$ cat src/rtl/timer_pkg.sv
// Shared definitions for the clock-timer command sequencer.
// Holds ROM command codes, timer and fetch state encodings, and the MM:SS limits.
package timer_pkg;

  localparam int unsigned CMD_IDLE  = 0;
  localparam int unsigned CMD_START = 1;
  localparam int unsigned CMD_PAUSE = 2;
  localparam int unsigned CMD_STOP  = 3;

  typedef enum logic [1:0] {
    ST_IDLE  = 2'd0,
    ST_RUN   = 2'd1,
    ST_PAUSE = 2'd2,
    ST_STOP  = 2'd3
  } tstate_e;

  typedef enum logic [1:0] {
    F_IDLE = 2'd0,
    F_REQ  = 2'd1,
    F_CAP  = 2'd2
  } fstate_e;

  localparam logic [5:0] SEC_MAX = 6'd59;
  localparam logic [5:0] MIN_MAX = 6'd59;

endpackage

$ cat src/rtl/timer_mmss.sv
// MM:SS time base: tick prescaler plus seconds/minutes counters.
// Ports:
//   clk, rst_n  clock and synchronous active-low reset
//   run         advance the prescaler this cycle
//   clear       synchronously zero prescaler, sec, min (wins over run)
//   sec, min    current time, 0..59 each
//   ovf         one-cycle pulse when 59:59 rolls over to 00:00
module timer_mmss
  import timer_pkg::*;
#(
  parameter int unsigned TICK_DIV = 100
) (
  input  logic       clk,
  input  logic       rst_n,
  input  logic       run,
  input  logic       clear,
  output logic [5:0] sec,
  output logic [5:0] min,
  output logic       ovf
);

  localparam int unsigned PW = (TICK_DIV > 2) ? $clog2(TICK_DIV) : 1;
  localparam logic [PW-1:0] PRESC_LAST = PW'(TICK_DIV - 1);

  logic [PW-1:0] presc;

  always_ff @(posedge clk) begin
    if (!rst_n || clear) begin
      presc <= '0;
      sec   <= '0;
      min   <= '0;
      ovf   <= 1'b0;
    end else begin
      ovf <= 1'b0;
      if (run) begin
        if (presc == PRESC_LAST) begin
          presc <= '0;
          if (sec == SEC_MAX) begin
            sec <= '0;
            if (min == MIN_MAX) begin
              min <= '0;
              ovf <= 1'b1;
            end else begin
              min <= min + 6'd1;
            end
          end else begin
            sec <= sec + 6'd1;
          end
        end else begin
          presc <= presc + PW'(1);
        end
      end
    end
  end

endmodule

$ cat src/rtl/timer_cmd_sequencer.sv
// Clock-timer command sequencer: fetches commands from an external registered
// ROM on each step request and applies them to the IDLE/RUN/PAUSE/STOP timer FSM.
// Optional build macro: TIMER_AUTO_STEP_EN adds an internal step generator
// firing every STEP_DIV cycles while the timer is not stopped.
// Ports:
//   clk, rst_n  clock and synchronous active-low reset
//   step        one-cycle fetch request
//   rom_valid   ROM read strobe (one cycle per fetch), rom_addr ROM address
//   rom_data    registered ROM output, valid the cycle after rom_valid
//   state       timer state (0 IDLE, 1 RUN, 2 PAUSE, 3 STOP)
//   sec, min    MM:SS time
//   busy        fetch in progress
//   wrap        pulse when rom_addr wraps to 0
//   ovf         pulse when 59:59 rolls to 00:00
//   cmd_err     pulse when an illegal command code is captured
module timer_cmd_sequencer
  import timer_pkg::*;
#(
  parameter int unsigned DATA_SIZE = 3,
  parameter int unsigned ADDR_SIZE = 4,
  parameter int unsigned TICK_DIV  = 100,
  parameter int unsigned STEP_DIV  = 1000
) (
  input  logic                 clk,
  input  logic                 rst_n,
  input  logic                 step,
  output logic                 rom_valid,
  output logic [ADDR_SIZE-1:0] rom_addr,
  input  logic [DATA_SIZE-1:0] rom_data,
  output logic [1:0]           state,
  output logic [5:0]           sec,
  output logic [5:0]           min,
  output logic                 busy,
  output logic                 wrap,
  output logic                 ovf,
  output logic                 cmd_err
);

  if (TICK_DIV < 2 || STEP_DIV < 1) begin : g_bad_param
    $error("timer_cmd_sequencer: TICK_DIV must be >= 2 and STEP_DIV >= 1");
  end

  fstate_e fstate, fstate_nxt;
  tstate_e tstate, tstate_nxt;
  logic    pending, pending_nxt;
  logic    step_in, auto_step;
  logic    clear, run, bad_cmd;

`ifdef TIMER_AUTO_STEP_EN
  localparam int unsigned SW = (STEP_DIV > 2) ? $clog2(STEP_DIV) : 1;
  logic [SW-1:0] step_cnt;

  always_ff @(posedge clk) begin
    if (!rst_n) begin
      step_cnt  <= '0;
      auto_step <= 1'b0;
    end else if (tstate != ST_STOP) begin
      if (step_cnt == SW'(STEP_DIV - 1)) begin
        step_cnt  <= '0;
        auto_step <= 1'b1;
      end else begin
        step_cnt  <= step_cnt + SW'(1);
        auto_step <= 1'b0;
      end
    end else begin
      auto_step <= 1'b0;
    end
  end
`else
  assign auto_step = 1'b0;
`endif

  assign step_in = step | auto_step;

  always_comb begin
    fstate_nxt  = fstate;
    pending_nxt = pending;
    case (fstate)
      F_IDLE: begin
        // A pending request is consumed here; a coincident step is dropped.
        if (step_in || pending) begin
          fstate_nxt  = F_REQ;
          pending_nxt = 1'b0;
        end
      end
      F_REQ: begin
        fstate_nxt = F_CAP;
        if (step_in) pending_nxt = 1'b1;
      end
      F_CAP: begin
        fstate_nxt = F_IDLE;
        if (step_in) pending_nxt = 1'b1;
      end
      default: fstate_nxt = F_IDLE;
    endcase
  end

  always_comb begin
    tstate_nxt = tstate;
    clear      = 1'b0;
    bad_cmd    = 1'b0;
    if (fstate == F_CAP) begin
      case (rom_data)
        DATA_SIZE'(CMD_IDLE): begin
          tstate_nxt = ST_IDLE;
          clear      = 1'b1;
        end
        DATA_SIZE'(CMD_START): if (tstate != ST_STOP) tstate_nxt = ST_RUN;
        DATA_SIZE'(CMD_PAUSE): if (tstate == ST_RUN) tstate_nxt = ST_PAUSE;
        DATA_SIZE'(CMD_STOP):  if (tstate != ST_IDLE) tstate_nxt = ST_STOP;
        default: bad_cmd = 1'b1;
      endcase
    end
  end

  // Counting requires RUN both now and next: a command leaving RUN discards
  // a coincident tick, leaving the prescaler held at its last value.
  assign run = (tstate == ST_RUN) && (tstate_nxt == ST_RUN);

  always_ff @(posedge clk) begin
    if (!rst_n) begin
      fstate   <= F_IDLE;
      tstate   <= ST_IDLE;
      pending  <= 1'b0;
      rom_addr <= '0;
      wrap     <= 1'b0;
      cmd_err  <= 1'b0;
    end else begin
      fstate  <= fstate_nxt;
      tstate  <= tstate_nxt;
      pending <= pending_nxt;
      wrap    <= (fstate == F_CAP) && (rom_addr == '1);
      cmd_err <= bad_cmd;
      if (fstate == F_CAP) rom_addr <= rom_addr + ADDR_SIZE'(1);
    end
  end

  assign rom_valid = (fstate == F_REQ);
  assign busy      = (fstate != F_IDLE);
  assign state     = tstate;

  timer_mmss #(.TICK_DIV(TICK_DIV)) u_mmss (
    .clk   (clk),
    .rst_n (rst_n),
    .run   (run),
    .clear (clear),
    .sec   (sec),
    .min   (min),
    .ovf   (ovf)
  );

endmodule
$ cat config.mk
export PLATFORM = sky130hd
export DESIGN_NAME = timer_cmd_sequencer
export DESIGN_NICKNAME = d
export VERILOG_FILES = /design/src/rtl/timer_pkg.sv /design/src/rtl/timer_mmss.sv /design/src/rtl/timer_cmd_sequencer.sv
export SDC_FILE = /design/constraint.sdc
export NUM_CORES = 1
export LEC_CHECK = 0
export CORE_MARGIN = 5
export CORE_UTILIZATION = 42
export CTS_BUF_LIST = sky130_fd_sc_hd__clkbuf_16
export DETAILED_ROUTE_END_ITERATION = 7
export HOLD_SLACK_MARGIN = 0.05
export PLACE_DENSITY_LB_ADDON = 0.2
export SLEW_MARGIN = 25
export SYNTH_ARGS = -nofsm -noshare
export SYNTH_HDL_FRONTEND = slang
export SYNTH_SLANG_ARGS = --single-unit
export TNS_END_PERCENT = 1
$ cat constraint.sdc
create_clock -name clk -period 7 [get_ports clk]
set_input_delay 1.4 -clock clk [delete_from_list [all_inputs] [get_ports clk]]
set_output_delay 1.4 -clock clk [all_outputs]
set_load 0.03 [all_outputs]
# After elaboration in Yosys (flattened, before gate mapping)
# Cells that the tools add are included.
dict set report totals {
  input_bits 6
  output_inout_bits 23
  word_cells 65
  regBits 31
}
dict set report op_classes {
  n_bitwise 3
  n_addsub 4
  mux 17
  eq_ne 14
  n_reduce_logical 17
}
# op n
set op_table {}
lappend op_table {{$add A6 B1 Y6 const B} 2}
lappend op_table {{$eq A6 B6 Y1 const B} 2}
lappend op_table {{$mux W6} 2}
lappend op_table {{$mux W2} 5}
lappend op_table {{$pmux W2 S4} 1}
lappend op_table {{$reduce_or A4 Y1} 2}
lappend op_table {{$add A7 B1 Y7 const B} 1}
lappend op_table {{$eq A7 B7 Y1 const B} 1}
lappend op_table {{$mux W7} 1}
lappend op_table {{$eq A2 B1 Y1 const B} 3}
lappend op_table {{$eq A3 B2 Y1 const B} 2}
lappend op_table {{$mux W1} 6}
lappend op_table {{$reduce_and A3 Y1} 2}
lappend op_table {{$reduce_bool A2 Y1} 3}
lappend op_table {{$add A4 B1 Y4 const B} 1}
lappend op_table {{$eq A4 B4 Y1 const B} 1}
lappend op_table {{$ne A2 B2 Y1 const B} 2}
lappend op_table {{$pmux W2 S2} 1}
lappend op_table {{$reduce_and A2 Y1} 2}
lappend op_table {{$eq A3 B1 Y1 const B} 1}
lappend op_table {{$logic_not A3 Y1} 1}
lappend op_table {{$not A1 Y1} 3}
lappend op_table {{$eq A2 B2 Y1 const B} 1}
lappend op_table {{$logic_and A1 B1 Y1} 2}
lappend op_table {{other kinds (6)} 7}

# Depth between registers and ports, before layout
# Gate-level depths: netlist (run 1).
dict set report logic_depth {
  ltp_word 8
  ltp_mapped 10
  mapped_depth_nobuf 7
}

# By module
# A second synthesis (run 1) with hierarchy kept.
dict set report unflattened {
  cells_unflattened 163
  hier_area_um2 1510.2
}
# mod instances cells_each seq_area_each_um2 area_each_um2
set by_module_without_submodules {}
lappend by_module_without_submodules {timer_mmss 1 104 400.4 945.9}
lappend by_module_without_submodules {timer_cmd_sequencer 1 59 220.2 564.3}

# Worst setup path after synthesis (run 1)
# No wires, ideal clock.
dict set report synth_timing {
  path_type {input -> register}
  start {input port rom_data[1]}
  end {register u_mmss.min[4]}
  t_required_ps 6930
  n_path_buf 2
  slack_ps 4015
  t_arrival_ps 2915
  setup_time_ps 70
  stages 7
  path_cell_list {nand2b_1 > a211o_1 > buf_6 > or3_4 > buf_6 > or3_1 > a21oi_1}
}
dict set report synth_via {
  elab_chain_len 6
  word_cells_on_any_way 12
  cone_classes {4 x eq/ne; 4 x mux; 4 x reduce/logical}
}
# element line_no
set synth_lines {}
lappend synth_lines {{start, declared} timer_cmd_sequencer.sv:29} ;# input logic [DATA_SIZE-1:0] rom_data,
lappend synth_lines {{$eq A3 B2 Y1 (tied with other cells)} timer_cmd_sequencer.sv:103} ;# case (rom_data)
lappend synth_lines {{$pmux W2 S4} timer_cmd_sequencer.sv:103}
lappend synth_lines {{$mux W2} timer_cmd_sequencer.sv:102} ;# if (fstate == F_CAP) begin
lappend synth_lines {{$eq A2 B1 Y1} timer_cmd_sequencer.sv:118} ;# assign run = (tstate == ST_RUN) && (tstate_nxt == ST_RUN);
lappend synth_lines {{$logic_and A1 B1 Y1} timer_cmd_sequencer.sv:118}
lappend synth_lines {{$reduce_and A3 Y1 (no source line)} n/a}
lappend synth_lines {{end signal, assigned} timer_mmss.sv:44} ;# min <= min + 6'd1;
lappend synth_lines {{end, declared} timer_mmss.sv:18} ;# output logic [5:0] min,
# Several ways; a longest one is shown, not always the timed one.
# A chain may end at the register's enable or synchronous reset.

# Final worst setup path (run 1)
dict set report layout_timing {
  start {input port rom_data[1]}
  end {register u_mmss.min[0]}
}
# The elaborated chain is that of the path after synthesis.

==> results of run 1 <==
-- power by group --
group	internal (mW)	total (mW)	leakage (nW)	switching [mW]
logic	0.0262	0.0609	0.373	0.0347
registers	0.183	0.188	0.250	0.00497
clock network	0.128	0.199	0.0762	0.0709
-- worst max-delay path: stages --
cell                              delay, ns
sky130_fd_sc_hd__clkdlybuf4s50_1       0.49
sky130_fd_sc_hd__nand2b_1              0.20
sky130_fd_sc_hd__a211o_1               0.43
sky130_fd_sc_hd__or3_4                 0.47
sky130_fd_sc_hd__o21ai_1               0.34
sky130_fd_sc_hd__nor2_1                0.10
-- layer usage --
layer	track usage, %	vias up	routed length (um)
li1	-	610	-
met5	0	-	0
met4	6.51	0	62
met1	15.3	537	1360
met3	5.67	7	171
met2	19.3	24	1230
-- cell type report --
class / instances / area share [%]
clock buffer: 5 / 6.57
clock inverter: 3 / 0.657
inverter: 6 / 1.18
multi-input combinational: 119 / 41.3
sequential: 31 / 32.6
tap: 46 / 3.02
timing repair buffer: 28 / 14.7
-- metrics by stage --
step                      power (mW)  std cells  utilization [%]  hold slack (ns)  worst slack [ns]
final                          0.447        238             56.7            0.480              3.70
after global routing           0.466        238             56.7            0.501              3.59
after CTS                      0.453        238             56.7            0.485              3.73
after detailed placement       0.252        230             52.6            0.476              3.45
after global placement         0.250        230             52.6            0.469              3.50
after floorplan                0.232        160                -            0.456              4.01
-- cell families after synthesis --
family	after synthesis
compound gates	21
flops	31
buf+inv	10
mux	5
xor+xnor	16
simple gates	69
fa+ha+maj	8
-- Yosys cell counts, drive strengths merged (2+ instances only) --
master	instances	area [um^2]
xor2	7	61.3
and3	3	18.8
mux2i	5	50.1
o21ai	7	35.0
and2	4	25.0
xnor2	9	78.8
nor2	17	63.8
or3	5	36.3
ha	8	100
nor4	2	12.5
inv	6	22.5
dfxtp	31	621
buf	3	33.8
nand2b	3	18.8
nand4	6	37.5
nand3	4	20.0
nand2	12	45.0
nor3	5	25.0
a21oi	5	25.0
nor2b	6	45.0
-- worst paths after layout --
path / start / to / slack [ns]
min reg2reg: rom_addr[3]$_SDFFE_PN0P_ / wrap$_SDFF_PN0_ / 0.48
max reg2reg: fstate[0]$_SDFFE_PN0P_ / u_mmss.min[0]$_SDFFE_PP0P_ / 4.61
min: rom_addr[3]$_SDFFE_PN0P_ / wrap$_SDFF_PN0_ / 0.48
max: rom_data[1] / u_mmss.min[0]$_SDFFE_PP0P_ / 3.70
-- sequential cells by signal, summed over array words and instances, names as in the netlist --
| signal | count |
|---|---|
| cmd_err | 1 |
| u_mmss.min | 6 |
| state | 2 |
| pending | 1 |
| rom_addr | 4 |
| u_mmss.presc | 7 |
| fstate | 2 |
| u_mmss.sec | 6 |
| u_mmss.ovf | 1 |
| wrap | 1 |
==> results by stage, run 1 <==
Timing:
- The pin slew with the least headroom to its limit is between 0.5 and 0.6 ns.
- Setup total negative slack on the finished layout was measured at 0 ns.
- Setup repair after global routing left no endpoint under its margin.
- Setup violations remaining at the end of the flow were counted as 0.
- The number of pins with negative max-slew slack in the final report is 0.
- The worst relative slew slack is 63.8%.
- Between clock sinks in the finished design, the worst skew comes to 0.00521 ns.
- The maximum clock rate is between 300 and 400 MHz.
- The number of failing hold endpoints at the final stage is 0.
- Of the available clock period, the critical path in the final layout requires between 40 and 50%.
- For the finished layout, the period the worst path requires is 3.30 ns.

Floorplanning:
- For this configuration, the core starts out at a cell density of about 44%.
- From left edge to right edge, the die measures between 60 and 70 um.
- The floorplan die height is slightly below 70 um.
- In this run the core area contains 21 standard-cell rows.
- The floorplan step defined a core boundary enclosing between 3000 and 4000 um^2.
- The floorplan step defined a die boundary enclosing 4780 um^2.
- 29 I/O pins were placed.

Worst setup path:
- The kind of capture point of the worst setup path is a flop.
- The cell depth of the worst flop-to-flop path is 7.
- The data arrival time of the critical path is between 3 and 4 ns.
- The critical path is of the in2reg type.
- The required time at the endpoint of the critical path is between 7 and 8 ns.
- The worst setup path is launched from a primary input.
- The largest fanout on the critical path is 11.

Layout:
- The multi-input combinational cell area is about 790 um^2.
- In the final layout, the share of cells above drive strength 1 is 4.69%.
- For this run, the post-layout net count is between 200 and 250.
- The diode insertion count for antenna repair is 0.
- From synthesis to final layout, the design area changed by 29.8%.
- The leading cell type in the layout, fill and taps excluded is sky130_fd_sc_hd__dfxtp_1.
- In the layout the commonest cells are sky130_fd_sc_hd__dfxtp_1, sky130_fd_sc_hd__clkdlybuf4s50_1, sky130_fd_sc_hd__nor2_1, sky130_fd_sc_hd__nand2_1, sky130_fd_sc_hd__xnor2_1.
- The post-layout instance area is about 1900 um^2.
- The filler cells instantiated in the layout total between 300 and 400.
- In the final layout, flip-flops and latches occupy a little over 600 um^2.

Min path:
- The type of the tightest min-delay check is reg2reg.
- The worst hold path stage count is 2.

Route:
- The first-pass iteration count of the detailed router is 4.
- The number of vias in the routed layout is between 1k and 1.5k.
- For this run, design rule violations remaining after detail routing come to 0.
- After detailed routing, the number of vias per cell comes to between 4 and 5.
- The mean routed wirelength per cell is ~12 um.
- The final antenna-violating net count is 0.
- The DRC marker count from the first detailed-route iteration is 80.
- Wires add up to about 2800 um.

Placed design:
- The detailed-placement wirelength estimate is 2090 um.
- The congestion estimate from routability-driven global placement came to between 0.8 and 0.9.
- The number of input and output port buffers inserted is 28.
- The cell area reported after detailed placement is 1770 um^2.

Yosys:
- The synthesized netlist devotes roughly a tenth of its cell area to XOR and XNOR gates.
- The synthesized netlist devotes roughly 9.1% of its cell area to compound gates.
- The flip-flop and latch count after synthesis is 31.
- The post-synthesis async set-or-reset flop share is 0%.
- The share of the Yosys chip area taken by registers is 42.3%.
- Counting flops with a built-in enable in the synthesized netlist gives 0.
- The cell area that synthesis handed to floorplanning was approximately 1500 um^2.
- The share of synthesized cell area in full adder, half adder and majority cells is approximately 6.8%.
- The share of synthesized area spent on multiplexers is 3.41%.
- Yosys printed 0 warnings.
- After Yosys synthesis, and, or, nand and nor cells account for between 20% and 30% of the synthesized area.
- The post-synthesis average cell area is roughly 9.2 um^2.
- Among all flip-flop cells after synthesis, the most frequent one is sky130_fd_sc_hd__dfxtp_1.
- The number of different library cells used by synthesis comes to 35.
- When the netlist entered floorplanning its net count stood at approximately 170.
- By area, the combinational part of the netlist is dominated by simple AND/OR/NAND/NOR gates.
- In the synthesized netlist, the number of instances is 160.

Clock network:
- The sink count of the clock tree is 31.
- After clock tree synthesis, the repair step resized 0 gates.
- TritonCTS built the clock tree.
- Buffers inserted during clock tree synthesis total 5.
- The cell at the root of the clock tree is sky130_fd_sc_hd__clkbuf_16.
- The deepest level of the CTS H-tree is 2.
- After clock tree synthesis, the clock-pin slew on the worst setup and hold paths is 0.05 ns.
- The clock passes through at most 2 buffers.
- The cts-stage hold buffer count is 0.
- The latest clock arrival within the worst-skew pair is 0.27 ns.
- The number of post-CTS setup repair buffers is 0.

Global route:
- The initial antenna violation count is 0.
- Entering global routing, the biggest net connects 14 pins.
- The global-route congestion overflow total is 0.
- Across every metal layer, demand over resource in global routing totals 12.8%.
- The via count of the first global-routing pass is between 1k and 1.5k.
- The global-route wire length before repair is between 4000 and 5000 um.

Run status:
- The run finished with clean final reports.

Pwr:
- The total leakage power is approximately 0.7 nW.
- For this design the ratio of total power to cell area is approximately 230 nW/um^2.
- IR analysis of the VDD net gives a maximum drop of between 0.09 and 0.1 mV.

Job:
- Across the run, the number of max-cap violations was 0.
Note: power is estimated with default switching activity, not from simulation.
==> inputs of run 2 (changes only) <==
Clock period 7 ns to 3 ns, I/O delays scaled along.
==> run 2 against run 1 <==
- highest routed layer unchanged
- global-route usage grew 0.091 points
- critical path type unchanged
- register-to-register slack worse by 3.9 ns
- first-iteration DRC count increased by 11%
- total power up 130%
==> results by stage, run 2 (synthesis results as in run 1) <==
Global route:
- The global-route total usage across every layer is 12.9% (+0.091 points).
- The via count of the first global-routing pass is 1175 (+4.1%).
- The maximum number of pins on one net before global-route repair came to 14 (unchanged).
- The global-route congestion overflow total is 0 (unchanged).
- The initial antenna violation count is 0 (unchanged).
- The global-route wire length before repair is 5090 um (+2.9%).

Timing:
- The slack of the critical path is 0.633 ns (-3.07 ns).
- The part of the cycle the worst path needs is around four fifths.
- Setup repair after global routing left no endpoint under its margin.
- The number of pins with negative max-slew slack in the final report is 0 (unchanged).
- The worst relative slew slack came to 65.9% (+2.1 points).
- The worst hold margin is 0.468 ns (-0.0113 ns).
- The final setup violation count is 0 (unchanged).
- The time the worst path needs with I/O delays and setup is 2.37 ns.
- For this run, the top clock speed supported by timing is 423 MHz.
- The clock skew after layout is 0.00339 ns (-0.00182 ns).
- The number of failing hold endpoints at the final stage was 0 (unchanged).
- The pin slew with the least headroom to its limit is 0.512 ns (-0.0312 ns).
- The final setup TNS is 0 ns (unchanged).

Clock network:
- The TritonCTS clock tree is done.
- The deepest level of the CTS H-tree is 2 (unchanged).
- The maximum clock insertion buffer count is 2 (unchanged).
- The latest clock arrival within the worst-skew pair came to 0.27 ns (about the same).
- The clock slew at the register clock pins of the worst setup and hold paths is 0.05 ns (about the same).
- The cts-stage hold buffer count was 0 (unchanged).
- The sink count of the clock tree came to 31 (unchanged).
- The number of post-CTS setup repair buffers is 0 (unchanged).
- The CTS buffer count is 5 (unchanged).
- The count of cells resized by post-cts repair is 0 (unchanged).
- Clock tree synthesis selected as its root buffer the cell sky130_fd_sc_hd__clkbuf_16.

Layout:
- The footprint of the flip-flops and latches is 621 um^2 (unchanged).
- The proportion of layout cells with a drive suffix above 1 came to 5.18% (+0.49 points).
- The count of filler cells inserted in the layout is 311 (-4.0%).
- In the layout the commonest cells are sky130_fd_sc_hd__dfxtp_1, sky130_fd_sc_hd__clkdlybuf4s50_1, sky130_fd_sc_hd__nor2_1, sky130_fd_sc_hd__nand2_1, sky130_fd_sc_hd__xnor2_1.
- The diode insertion count for antenna repair is 0 (unchanged).
- The leading cell type in the layout, fill and taps excluded is sky130_fd_sc_hd__dfxtp_1.
- More flip-flops sit in one register than any other, and that register is u_mmss.presc.
- The post-layout instance area came to 1910 um^2 (+0.39%).
- The final cell utilization of the core is 56.9% (+0.22 points).
- The largest registers in the layout are u_mmss.presc (7), u_mmss.min (6), u_mmss.sec (6).
- The flip-flop count of the largest register after layout came to 7 (unchanged).
- The count of nets after finishing is 206 (+0.49%).
- The area growth from synthesis to layout is 30.3%.
- The multi-input combinational cell area is 787 um^2 (unchanged).
- The filler-free cell count of the finished design is 239 (+0.42%).

Run status:
- The run finished with clean final reports.

Floorplanning:
- The number of standard-cell rows in the floorplan is 21 (unchanged).
- The core region area came to 3360 um^2 (unchanged).
- The area of the die came to 4780 um^2 (unchanged).
- The I/O pin count is 29 (unchanged).
- The starting density of the core is 43.6% (unchanged).
- The floorplan die height is 69.1 um (unchanged).
- The die width is 69.1 um (unchanged).

Placed design:
- The pre-CTS worst setup slack was 0.373 ns (-3.08 ns).
- The cell count after placement was 231 (+0.43%).
- The final weighted congestion in routability-driven placement is 0.816 (-6.2%).
- The detailed-placement wirelength estimate is 2120 um (+1.8%).
- The cell area reported after detailed placement is 1780 um^2 (+0.42%).
- The number of input and output port buffers inserted is 28 (unchanged).

Worst setup path:
- The data arrival time of the critical path is 2.57 ns (-0.87 ns).
- The end of the worst register-to-register path is u_mmss.min[4]$_SDFFE_PP0P_.
- The required time at the endpoint of the critical path was 3.20 ns (-3.94 ns).
- The critical path is of the in2reg type.
- The critical register-to-register path startpoint is fstate[0]$_SDFFE_PN0P_.
- The nature of the critical path startpoint is a primary input.
- The setup slack on the worst flop-to-flop path is 0.74 ns (-3.87 ns).
- The worst setup path is captured at a flop.
- The largest fanout on the critical path was 11 (unchanged).
- The cell depth of the worst flop-to-flop path is 7 (unchanged).

Route:
- The mean routed wirelength per cell was 12.4 um (+4.8%).
- The DRC marker count from the first detailed-route iteration is 89 (+11%).
- The via count normalized by instance count came to 5.10 (+3.1%).
- The number of vias in the routed layout is 1220 (+3.6%).
- The final antenna-violating net count came to 0 (unchanged).
- The first-pass iteration count of the detailed router is 4 (unchanged).
- The total wirelength of the detailed-routed design is 2970 um (+5.2%).
- The number of remaining DRC errors came to 0 (unchanged).

Pwr:
- The post-layout total power was 1.05 mW (+130%).
- The maximum vdd ir drop was 0.315 mV (+250%).
- The total leakage power was 0.703 nW (+0.59%).
- The cell area power density is 547 nW/um^2 (+130%).

Job:
- The number of maximum-capacitance constraint violations was 0 (unchanged).

Min path:
- In this run the most critical hold path is launched from rom_addr[3]$_SDFFE_PN0P_.
- The worst hold path stage count is 2 (unchanged).
- The type of the tightest min-delay check is reg2reg.
- The worst min-delay path endpoint is wrap$_SDFF_PN0_.
[run 2: area by class of cell]
type                            count  area share, %
Multi-Input combinational cell    119           41.1
Sequential cell                    31           32.4
Timing Repair Buffer               29           15.0
Clock buffer                        5           6.54
Tap cell                           46           3.01
Inverter                            6           1.18
Clock inverter                      3          0.654
[run 2: worst max path at each step]
stage,startpoint,end,slack [ns],cells after the start
6_report,rom_data[1],u_mmss.min[4]$_SDFFE_PP0P_,0.63,6
5_1_grt,rom_data[1],u_mmss.min[3]$_SDFFE_PP0P_,0.55,6
4_1_cts,rom_data[1],u_mmss.min[4]$_SDFFE_PP0P_,0.66,6
3_5_place_dp,rom_data[1],u_mmss.min[5]$_SDFFE_PP0P_,0.37,6
3_3_place_gp,rom_data[1],u_mmss.min[4]$_SDFFE_PP0P_,0.44,6
2_1_floorplan,fstate[0]$_SDFFE_PN0P_,u_mmss.min[4]$_SDFFE_PP0P_,0.74,10
[run 2: power by group]
| group | internal, mW | switching (mW) | total (mW) |
|---|---|---|---|
| combinational | 0.0609 | 0.0830 | 0.144 |
| sequential | 0.426 | 0.0113 | 0.438 |
| clock | 0.298 | 0.166 | 0.464 |
| total | 0.786 | 0.260 | 1.05 |
[run 2: worst max-delay path, stage by stage]
cell and delay (ns):
sky130_fd_sc_hd__clkdlybuf4s50_1 0.50, sky130_fd_sc_hd__nand2b_1 0.20, sky130_fd_sc_hd__a211o_1 0.32, sky130_fd_sc_hd__or3_4 0.43
sky130_fd_sc_hd__or3_1 0.37, sky130_fd_sc_hd__a21oi_1 0.15
[run 2: routing by layer]
layer	track usage, %	share of wire [%]	wire, um
met2	19.5	44	1300
met4	5.21	1.8	53
met1	16.1	48	1440
met3	5.38	5.9	175
met5	0	0	0
==> inputs of run 3 (changes only) <==
Clock period 3 ns to 2.11 ns, I/O delays scaled along.
==> run 3 against run 2 <==
- final cell count increased by 4.6%
- clock power increased by 69%
- combinational power increased by 56%
- sequential cell count unchanged
- sequential share of layout area decreased by 1.9 points
- critical path type unchanged
- register-to-register slack got worse by 0.61 ns
- non-clock buffer count increased by 11
- clock skew increased by 0.0011 ns
- first-iteration DRC count decreased by 18%
- cell area increased by 6.5%
- routed wire length increased by 3.0%
==> results by stage, run 3 (synthesis results as in run 1) <==
Clock network:
- The cts-stage hold buffer count is 0 (unchanged).
- The deepest level of the CTS H-tree is 2 (unchanged).
- The maximum clock insertion buffer count was 2 (unchanged).
- The clock slew at the register clock pins of the worst setup and hold paths was 0.05 ns (about the same).
- The CTS buffer count is 5 (unchanged).
- The number of post-CTS setup repair buffers is 0 (unchanged).
- The sink count of the clock tree is 31 (unchanged).
- The TritonCTS clock tree is done.
- The latest clock arrival within the worst-skew pair is 0.27 ns (about the same).
- The cell at the root of the clock tree is sky130_fd_sc_hd__clkbuf_16.

Timing:
- The final setup TNS is 0 ns (unchanged).
- The number of pins with negative max-slew slack in the final report is 0 (unchanged).
- The number of failing hold endpoints at the final stage is 0 (unchanged).
- The final setup violation count is 0 (unchanged).
- The slack of the critical path is 0.112 ns (-0.521 ns).
- The time the worst path needs with I/O delays and setup is 2.00 ns.
- After layout, the worst path uses ~95% of the clock period.
- The maximum clock rate is around 500 MHz.
- The worst hold margin is 0.490 ns (+0.0216 ns).
- The clock skew after layout is 0.00449 ns (+0.00110 ns).
- The worst relative slew slack was 73.3% (+7.5 points).
- The pin slew with the least headroom to its limit came to 0.397 ns (-0.115 ns).
- Setup repair after global routing left no endpoint under its margin.

Layout:
- The proportion of layout cells with a drive suffix above 1 was 12.3% (+7.1 points).
- The diode insertion count for antenna repair is 0 (unchanged).
- The count of nets after finishing is 217 (+5.3%).
- The area growth from synthesis to layout is 38.9%.
- The largest registers in the layout are u_mmss.presc (7), u_mmss.min (6), u_mmss.sec (6).
- The register with the most flip-flops in the final layout is u_mmss.presc.
- The leading cell type in the layout, fill and taps excluded is sky130_fd_sc_hd__dfxtp_1.
- In the layout the commonest cells are sky130_fd_sc_hd__dfxtp_1, sky130_fd_sc_hd__clkdlybuf4s50_1, sky130_fd_sc_hd__nor2_1, sky130_fd_sc_hd__nand2_1, sky130_fd_sc_hd__buf_4.
- The flip-flop count of the largest register after layout is 7 (unchanged).
- The filler-free cell count of the finished design was 250 (+4.6%).

Route:
- The mean routed wirelength per cell came to 12.2 um (-1.5%).
- The DRC marker count from the first detailed-route iteration is 73 (-18%).
- The number of remaining DRC errors is 0 (unchanged).
- The total wirelength of the detailed-routed design is 3060 um (+3.0%).
- The final antenna-violating net count is 0 (unchanged).
- The first-pass iteration count of the detailed router came to 4 (unchanged).
- The via count normalized by instance count is 4.93 (-3.5%).
- The number of vias in the routed layout came to 1232 (+0.98%).

Floorplanning:
- The area of the die came to 4780 um^2 (unchanged).
- The floorplan die height was 69.1 um (unchanged).
- The starting density of the core is 43.6% (unchanged).
- The core region area is 3360 um^2 (unchanged).
- The I/O pin count was 29 (unchanged).
- The die width is 69.1 um (unchanged).
- The number of standard-cell rows in the floorplan is 21 (unchanged).

Job:
- The number of maximum-capacitance constraint violations was 0 (unchanged).

Global route:
- The global-route congestion overflow total is 0 (unchanged).
- The maximum number of pins on one net before global-route repair is 13 (-1).
- The global-route total usage across every layer is 13.5% (+0.61 points).
- The initial antenna violation count is 0 (unchanged).
- The global-route wire length before repair is 5340 um (+4.9%).
- The via count of the first global-routing pass was 1223 (+4.1%).

Worst setup path:
- The highest-delay cell along the critical path is sky130_fd_sc_hd__clkdlybuf4s50_1.
- The largest fanout on the critical path is 7 (-4).
- The required time at the endpoint of the critical path is 2.31 ns (-0.89 ns).
- The cell depth of the worst flop-to-flop path is 6 (-1).
- The setup slack on the worst flop-to-flop path is 0.13 ns (-0.61 ns).
- The stage delay of the slowest cell on the critical path was 0.55 ns (+0.05 ns).
- STA classifies the critical path startpoint as a primary input.
- The data arrival time of the critical path was 2.20 ns (-0.37 ns).
- The kind of capture point of the worst setup path is a flop.
- Walking the worst path, the cells encountered are clkdlybuf4s50_1, nor2b_4, a211o_1, or3_4, or3_1, a21oi_1.
- The type of the worst setup path is in2reg.

Pwr:
- The net switching fraction of the power is 23.1% (-1.8 points).
- The part of the total power dissipated in the clock network is 48.0% (+3.6 points).
- The maximum vdd ir drop is 0.499 mV (+59%).
- The net switching power is 0.376 mW (+45%).
- The cell area power density is 801 nW/um^2 (+47%).
- The combinational share of power is 13.7% (about the same).
- The cell-internal power is 1.26 mW (+60%).
- The portion of total power attributed to sequential cells was 38.3% (-3.5 points).
- The total leakage power is 0.772 nW (+9.8%).
- The post-layout total power came to 1.63 mW (+56%).

Placed design:
- The pre-CTS worst setup slack came to -0.169 ns (-0.542 ns).
- The detailed-placement wirelength estimate is 2260 um (+6.2%).
- The cell count after placement is 242 (+4.8%).
- The number of input and output port buffers inserted is 28 (unchanged).
- The final weighted congestion in routability-driven placement is 0.780 (-4.4%).

Min path:
- The type of the tightest min-delay check is reg2reg.
- The worst hold path stage count is 2 (unchanged).

Run status:
- The flow ran to the end, and the final reports show no timing, DRC or antenna violations.
-- run 3: cell types whose count changed in the layout (fill, tap and decap cells not counted) --
cell	delta
sky130_fd_sc_hd__dfxtp_1	-1
sky130_fd_sc_hd__buf_4	+11
sky130_fd_sc_hd__dlymetal6s2s_1	+1
sky130_fd_sc_hd__clkdlybuf4s50_1	-1
sky130_fd_sc_hd__bufinv_16	+1
sky130_fd_sc_hd__dfxtp_2	+1
sky130_fd_sc_hd__clkinv_1	+1
sky130_fd_sc_hd__inv_2	+1
sky130_fd_sc_hd__ha_4	+1
sky130_fd_sc_hd__ha_1	-1
sky130_fd_sc_hd__inv_1	-3
-- run 3: critical path: cells and delay by family --
kind	cells	cell delay, ns
compound gates	2	0.44
simple gates	3	0.78
buf+inv	1	0.55
-- run 3: per-layer routing --
metal  global-route usage (%)  vias to the layer above  part of all wire [%]
met5                        0                        -                     0
li1                         -                      638                     -
met1                     15.4                      566                    45
met2                     22.4                       26                    49
met4                     4.56                        0                  0.46
met3                     5.96                        2                   5.7
-- run 3: final cells by class --
type	instances	area, um^2
clock buffers	5	125
inverters	6	22.5
repair buffers	40	373
flip-flops and latches	31	622
multi-input cells	119	800
clock inverters	3	38.8
fillers	313	1330
well taps	46	57.6
-- run 3: path summary, 6_finish.rpt --
check | to | start
max | u_mmss.min[3]$_SDFFE_PP0P_ | rom_data[2]
min | wrap$_SDFF_PN0_ | rom_addr[3]$_SDFFE_PN0P_
max reg2reg | u_mmss.min[3]$_SDFFE_PP0P_ | u_mmss.sec[0]$_SDFFE_PP0P_
min reg2reg | wrap$_SDFF_PN0_ | rom_addr[3]$_SDFFE_PN0P_
-- run 3: metrics by stage --
stage | instance area (um^2) | utilization [%]
floorplan | 1480 | -
global placement | 1870 | 55.7
detailed placement | 1870 | 55.7
CTS | 2040 | 60.5
global route | 2040 | 60.6
finish | 2040 | 60.6
-- run 3: power groups by stage --
stage	logic (mW)	registers, mW	clock network (mW)
after global placement	0.215	0.634	0
after detailed placement	0.226	0.636	0
after global routing	0.247	0.627	0.835
final	0.224	0.625	0.784
after CTS	0.227	0.625	0.801
after floorplan	0.133	0.644	0
-- run 3: timing repair --
| action | in CTS | in global routing |
|---|---|---|
| gates resized for setup | 0 | 1 |
| endpoints found under the hold margin | 0 | 0 |
| endpoints found under the setup margin | 0 | 1 |
